**src/rtl/da_tap_loader.sv**
```systemverilog
// da_tap_loader: eight-tap delay line feeding a bit-serial distributed
// arithmetic LUT. Each accepted sample shifts the taps, then the taps are
// held for DATA_W cycles while bit_cnt walks LSB to MSB. bit_slice gathers
// bit bit_cnt of every tap to form the LUT address.
//
// Handshake: sample_in is taken on a rising edge only when sample_valid and
// sample_ready are both high in that cycle (accept). sample_ready is a
// combinational function of reset, clear, state and bit_cnt, never of
// sample_valid. A producer may hold sample_valid high indefinitely; the
// sample stays pending until accept and is consumed exactly once.
module da_tap_loader #(
    parameter int DATA_W = 8
) (
    input  logic                      clk,
    input  logic                      reset,
    input  logic                      clear,
    input  logic [DATA_W-1:0]         sample_in,
    input  logic                      sample_valid,
    output logic                      sample_ready,
    output logic [DATA_W-1:0]         x1_bit,
    output logic [DATA_W-1:0]         x2_bit,
    output logic [DATA_W-1:0]         x3_bit,
    output logic [DATA_W-1:0]         x4_bit,
    output logic [DATA_W-1:0]         x5_bit,
    output logic [DATA_W-1:0]         x6_bit,
    output logic [DATA_W-1:0]         x7_bit,
    output logic [DATA_W-1:0]         x8_bit,
    output logic [7:0]                bit_slice,
    output logic [$clog2(DATA_W)-1:0] bit_cnt,
    output logic                      frame_start,
    output logic                      frame_done,
    output logic                      state_dbg
);

    localparam int CNT_W = $clog2(DATA_W);
    localparam logic [CNT_W-1:0] LAST_BIT = CNT_W'(DATA_W - 1);
    localparam int NUM_TAPS = 8;

    // IDLE: waiting for a sample, taps parked. HOLD: taps frozen while the
    // bit-serial frame runs.
    typedef enum logic {
        IDLE = 1'b0,
        HOLD = 1'b1
    } state_t;

    state_t            state;
    state_t            state_nxt;
    logic [CNT_W-1:0]  cnt_nxt;
    logic              frame_start_nxt;
    logic              frame_done_nxt;
    logic              last_bit;
    logic              accept;
    logic              shift_taps;
    logic              zero_taps;
    logic [DATA_W-1:0] taps [NUM_TAPS];

    // The final bit of a frame is the only HOLD cycle that can take a new
    // sample, which gives one frame per DATA_W cycles when fully loaded.
    assign last_bit     = (state == HOLD) && (bit_cnt == LAST_BIT);
    assign sample_ready = !reset && !clear && ((state == IDLE) || last_bit);
    assign accept       = sample_valid && sample_ready;

    // Next-state, next-count and tap control; clear outranks accept.
    always_comb begin
        state_nxt       = state;
        cnt_nxt         = bit_cnt;
        shift_taps      = 1'b0;
        zero_taps       = 1'b0;
        frame_start_nxt = 1'b0;
        frame_done_nxt  = 1'b0;
        if (clear) begin
            state_nxt = IDLE;
            cnt_nxt   = '0;
            zero_taps = 1'b1;
        end else if (accept) begin
            state_nxt  = HOLD;
            cnt_nxt    = '0;
            shift_taps = 1'b1;
        end else if (state == HOLD) begin
            if (last_bit) begin
                state_nxt = IDLE;
                cnt_nxt   = '0;
            end else begin
                cnt_nxt = bit_cnt + CNT_W'(1);
            end
        end else begin
            state_nxt = IDLE;
            cnt_nxt   = '0;
        end
        // Frame markers are registered so they appear in the cycle whose
        // bit_cnt they describe; an aborted frame never reaches LAST_BIT.
        frame_start_nxt = (state_nxt == HOLD) && (cnt_nxt == '0);
        frame_done_nxt  = (state_nxt == HOLD) && (cnt_nxt == LAST_BIT);
    end

    // State, bit counter and frame marker registers; reset dominates.
    always_ff @(posedge clk) begin
        if (reset) begin
            state       <= IDLE;
            bit_cnt     <= '0;
            frame_start <= 1'b0;
            frame_done  <= 1'b0;
        end else begin
            state       <= state_nxt;
            bit_cnt     <= cnt_nxt;
            frame_start <= frame_start_nxt;
            frame_done  <= frame_done_nxt;
        end
    end

    // Delay line: flushed by reset or clear, shifted only on accept.
    always_ff @(posedge clk) begin
        if (reset || zero_taps) begin
            for (int i = 0; i < NUM_TAPS; i++) begin
                taps[i] <= '0;
            end
        end else if (shift_taps) begin
            for (int i = NUM_TAPS - 1; i > 0; i--) begin
                taps[i] <= taps[i-1];
            end
            taps[0] <= sample_in;
        end
    end

    // LUT address: one bit per tap at the current bit position. In IDLE
    // bit_cnt is 0, so the address shows bit 0 of every tap.
    always_comb begin
        bit_slice = '0;
        for (int i = 0; i < NUM_TAPS; i++) begin
            bit_slice[i] = taps[i][bit_cnt];
        end
    end

    assign x1_bit    = taps[0];
    assign x2_bit    = taps[1];
    assign x3_bit    = taps[2];
    assign x4_bit    = taps[3];
    assign x5_bit    = taps[4];
    assign x6_bit    = taps[5];
    assign x7_bit    = taps[6];
    assign x8_bit    = taps[7];
    assign state_dbg = (state == HOLD);

endmodule

```
**config.mk**
```make
export PLATFORM = sky130hd
export DESIGN_NAME = da_tap_loader
export DESIGN_NICKNAME = d
export VERILOG_FILES = /design/src/rtl/da_tap_loader.sv
export SDC_FILE = /design/constraint.sdc
export NUM_CORES = 1
export LEC_CHECK = 0
export ABC_AREA = 1
export CORE_MARGIN = 2
export CORE_UTILIZATION = 54
export DETAILED_ROUTE_END_ITERATION = 7
export PLACE_DENSITY = 0.87
export SETUP_SLACK_MARGIN = 0.4
export SYNTH_ARGS = -nofsm -noshare
export SYNTH_HDL_FRONTEND = slang
export SYNTH_SLANG_ARGS = --single-unit
```
**constraint.sdc**
```tcl
create_clock -name clk -period 6.61 [get_ports clk]
set_input_delay 1.6525 -clock clk [delete_from_list [all_inputs] [get_ports clk]]
set_output_delay 1.6525 -clock clk [all_outputs]
set_load 0.02 [all_outputs]
```
==> impl_metrics.csv <==
group,metric,value,unit
timing,relSlewSlack,37.63,%
timing,fin_crit,4.797,ns
setup_path,cp-start-kind,"input port",
logic_synthesis,synth_cells,385,
floorplanning,io_pins,91,
setup_path,reg2regPathDepth,7,
job,max_cap_viol_count,0,
routing,routed.top_layer,"met4",
power,power_leakage,1.936,nW
clock_network,cts_max_level,3,
power,power.switching,267.5,uW
clock_network,cts_buffers,9,
routing,wl_met3,491,um
logic_synthesis,ys_types,16,
routing,wl_per_cell,14.21,um
routing,wl_met2,4.220,mm
timing,rsz0062_at_grt,"no",
setup_path,crit_type,"in -> out",
global_routing,grt_first_pass_wirelength,12.93,mm
floorplanning,start_util,55.67,%
worst_hold_path,whs_path_depth,2,
global_routing,grt_max_degree,66,
global_routing,overflow,0,
layout,n_antenna_cell,0,
timing,fin_crit_sh,72.57,%
timing,hold-worst-slack,0.6037,ns
worst_hold_path,min_from,"taps[0][32]",
timing,setup_viol,0,
clock_network,clkTransAtPathRegs,0.07,ns
clock_network,clockBufferDepth,2,
logic_synthesis,synth_top_cell_by_area,"edfxtp_1",
logic_synthesis,netlist_area,3782,um^2
logic_synthesis,avgSynthCellArea,9.824,um^2
routing,firstDrtPassIters,5,
timing,clock.fmax,0.2085,GHz
timing,final_hold_viol_count,0,
setup_path,timing.rr.start,"bit_cnt[1]",
power,power_frac_seq,53.3,%
global_routing,grt_usage,22.12,%
routing,m1WireLength,3.268,mm
setup_path,cp_max_fo,3,
layout,fin_util,70.90,%
routing,vias_per_cell,4.884,
power,clockPowerShare,29.3,%
power,finalPower,977.5,uW
setup_path,required,4.96,ns
global_routing,grt_pass1_vias,2791,
floorplanning,die-area,7690,um^2
power,power_frac_comb,17.4,%
routing,wirelength,8.112,mm
clock_network,cts_tree,"done",
clock_network,postCtsHoldBufs,0,
floorplanning,fp.coreArea,6794,um^2
routing,drc,0,
logic_synthesis,yosys-top-cells-area,"edfxtp_1 (51%), nor2_4 (15%), nand2_1 (11%), inv_1 (7.6%), nand3_1 (4.6%)",
routing,dr.first_iter.drc_count,219,
setup_path,critPathCaptureType,"output pin",
clock_network,cts_sinks,70,
place,placed_cells,555,
place,place.gp.congestion,0.8517,
timing,fin_skew,0.006987,ns
power,sw_frac_of_total,27.37,%
logic_synthesis,yosys_warnings,0,
logic_synthesis,ys_ff_latch,70,
place,dpl.hpwl,5.595,mm
routing,ant_nets,0,
floorplanning,die_y,87.69,um
power,p_int,710.0,uW
floorplanning,die_w,87.69,um
setup_path,arrival,3.14,ns
layout,area_delta_synth_final,27.36,%
logic_synthesis,synth-seq-area-share,53.99,%
clock_network,clk_latency,0.34,ns
run_status,outcome,"completed",
floorplanning,rows,30,
setup_path,cp-startpoint,"reset",
clock_network,cts-root-buf,"clkbuf_8",
worst_hold_path,hold_class,"reg -> reg",
clock_network,cts_resized,0,
timing,tns,0,ns
timing,slew_viol_final,0,
routing,routed-via-count,2789,
power,peakVddDrop,0.1251,mV
layout,nets,484,
layout,drive_gt1_share,14.32,%
logic_synthesis,syn_nets,399,
layout,stdcell_count,571,
global_routing,antenna_found_initial,0,
logic_synthesis,post-synth-top-area-fraction,50.81,%
power,p_per_area,202.9,nW/um^2
clock_network,post_cts_buffers,0,
timing,worst_pin_slew,0.9356,ns
place,port_buffers,90,
cell families after synthesis:
kind of cell	Yosys count	synth area share (%)
AO/OA/AOI/OAI	1	0.1322
adder cells (fa/ha/maj)	2	0.6615
buffers and inverters	97	12.31
flip-flops	70	53.99
AND/OR/NAND/NOR	215	32.91
registers in the layout (all words and copies together) (netlist names):
register,flops
taps,64
frame_done,1
state_dbg,1
bit_cnt,3
frame_start,1
cell usage in the layout, fill, tap and decap left out, types with 2 or more instances in the layout:
| cell | n |
|---|---|
| ha_1 | 2 |
| nor2_1 | 19 |
| inv_2 | 2 |
| inv_1 | 77 |
| nor2_4 | 52 |
| clkdlybuf4s50_1 | 90 |
| nand2_1 | 106 |
| buf_4 | 2 |
| nand3_1 | 35 |
| clkbuf_8 | 9 |
| clkbuf_1 | 5 |
| dfxtp_1 | 6 |
| edfxtp_1 | 64 |
cells in the mapped netlist (all sizes together):
cell and instances:
nand3 35, edfxtp 64, inv 79, o21ai 1
dfxtp 6, nor2 71, buf 18, nand2 108
ha 2, nor3 1
per-stage QoR:
step | cell area [um^2] | setup slack, ns
after global placement | 4666 | 1.840
after floorplan | 3782 | 2.430
final | 4817 | 1.813
after CTS | 4817 | 1.812
after detailed placement | 4666 | 1.805
after global routing | 4817 | 1.764
per-layer routing:
layer | vias up | GRT usage, %
li1 | 1339 | -
met3 | 13 | 4.713
met1 | 1329 | 28.25
met5 | - | 0
met4 | 0 | 9.510
met2 | 108 | 36.57
layout make-up:
cell class | count | area [um^2]
Sequential cell | 70 | 2042
Fill cell | 513 | 1977
Multi-Input combinational cell | 218 | 1291
Tap cell | 96 | 120.1
Clock buffer | 14 | 142.6
Timing Repair Buffer | 92 | 915.9
Inverter | 79 | 296.5
Clock inverter | 2 | 8.758
power groups by stage:
stage          sequential, mW  combinational, mW  clock (mW)
2_1_floorplan           0.559             0.0718           0
3_3_place_gp            0.530              0.166           0
3_5_place_dp            0.531              0.170           0
4_1_cts                 0.522              0.171       0.289
5_1_grt                 0.524              0.182       0.309
6_report                0.521              0.170       0.286
critical path: stages:
cell and delay, ns:
clkdlybuf4s50_1 0.48, nor2_4 0.17, inv_2 0.07, nor2_4 0.14, clkdlybuf4s50_1 0.63
path summary, 6_finish.rpt:
kind	end	slack, ns
max reg2reg	taps[0][52]	2.86
max	sample_ready	1.81
min	taps[0][40]	0.60
min reg2reg	taps[0][40]	0.60
Power figures use the tool's default switching activity.
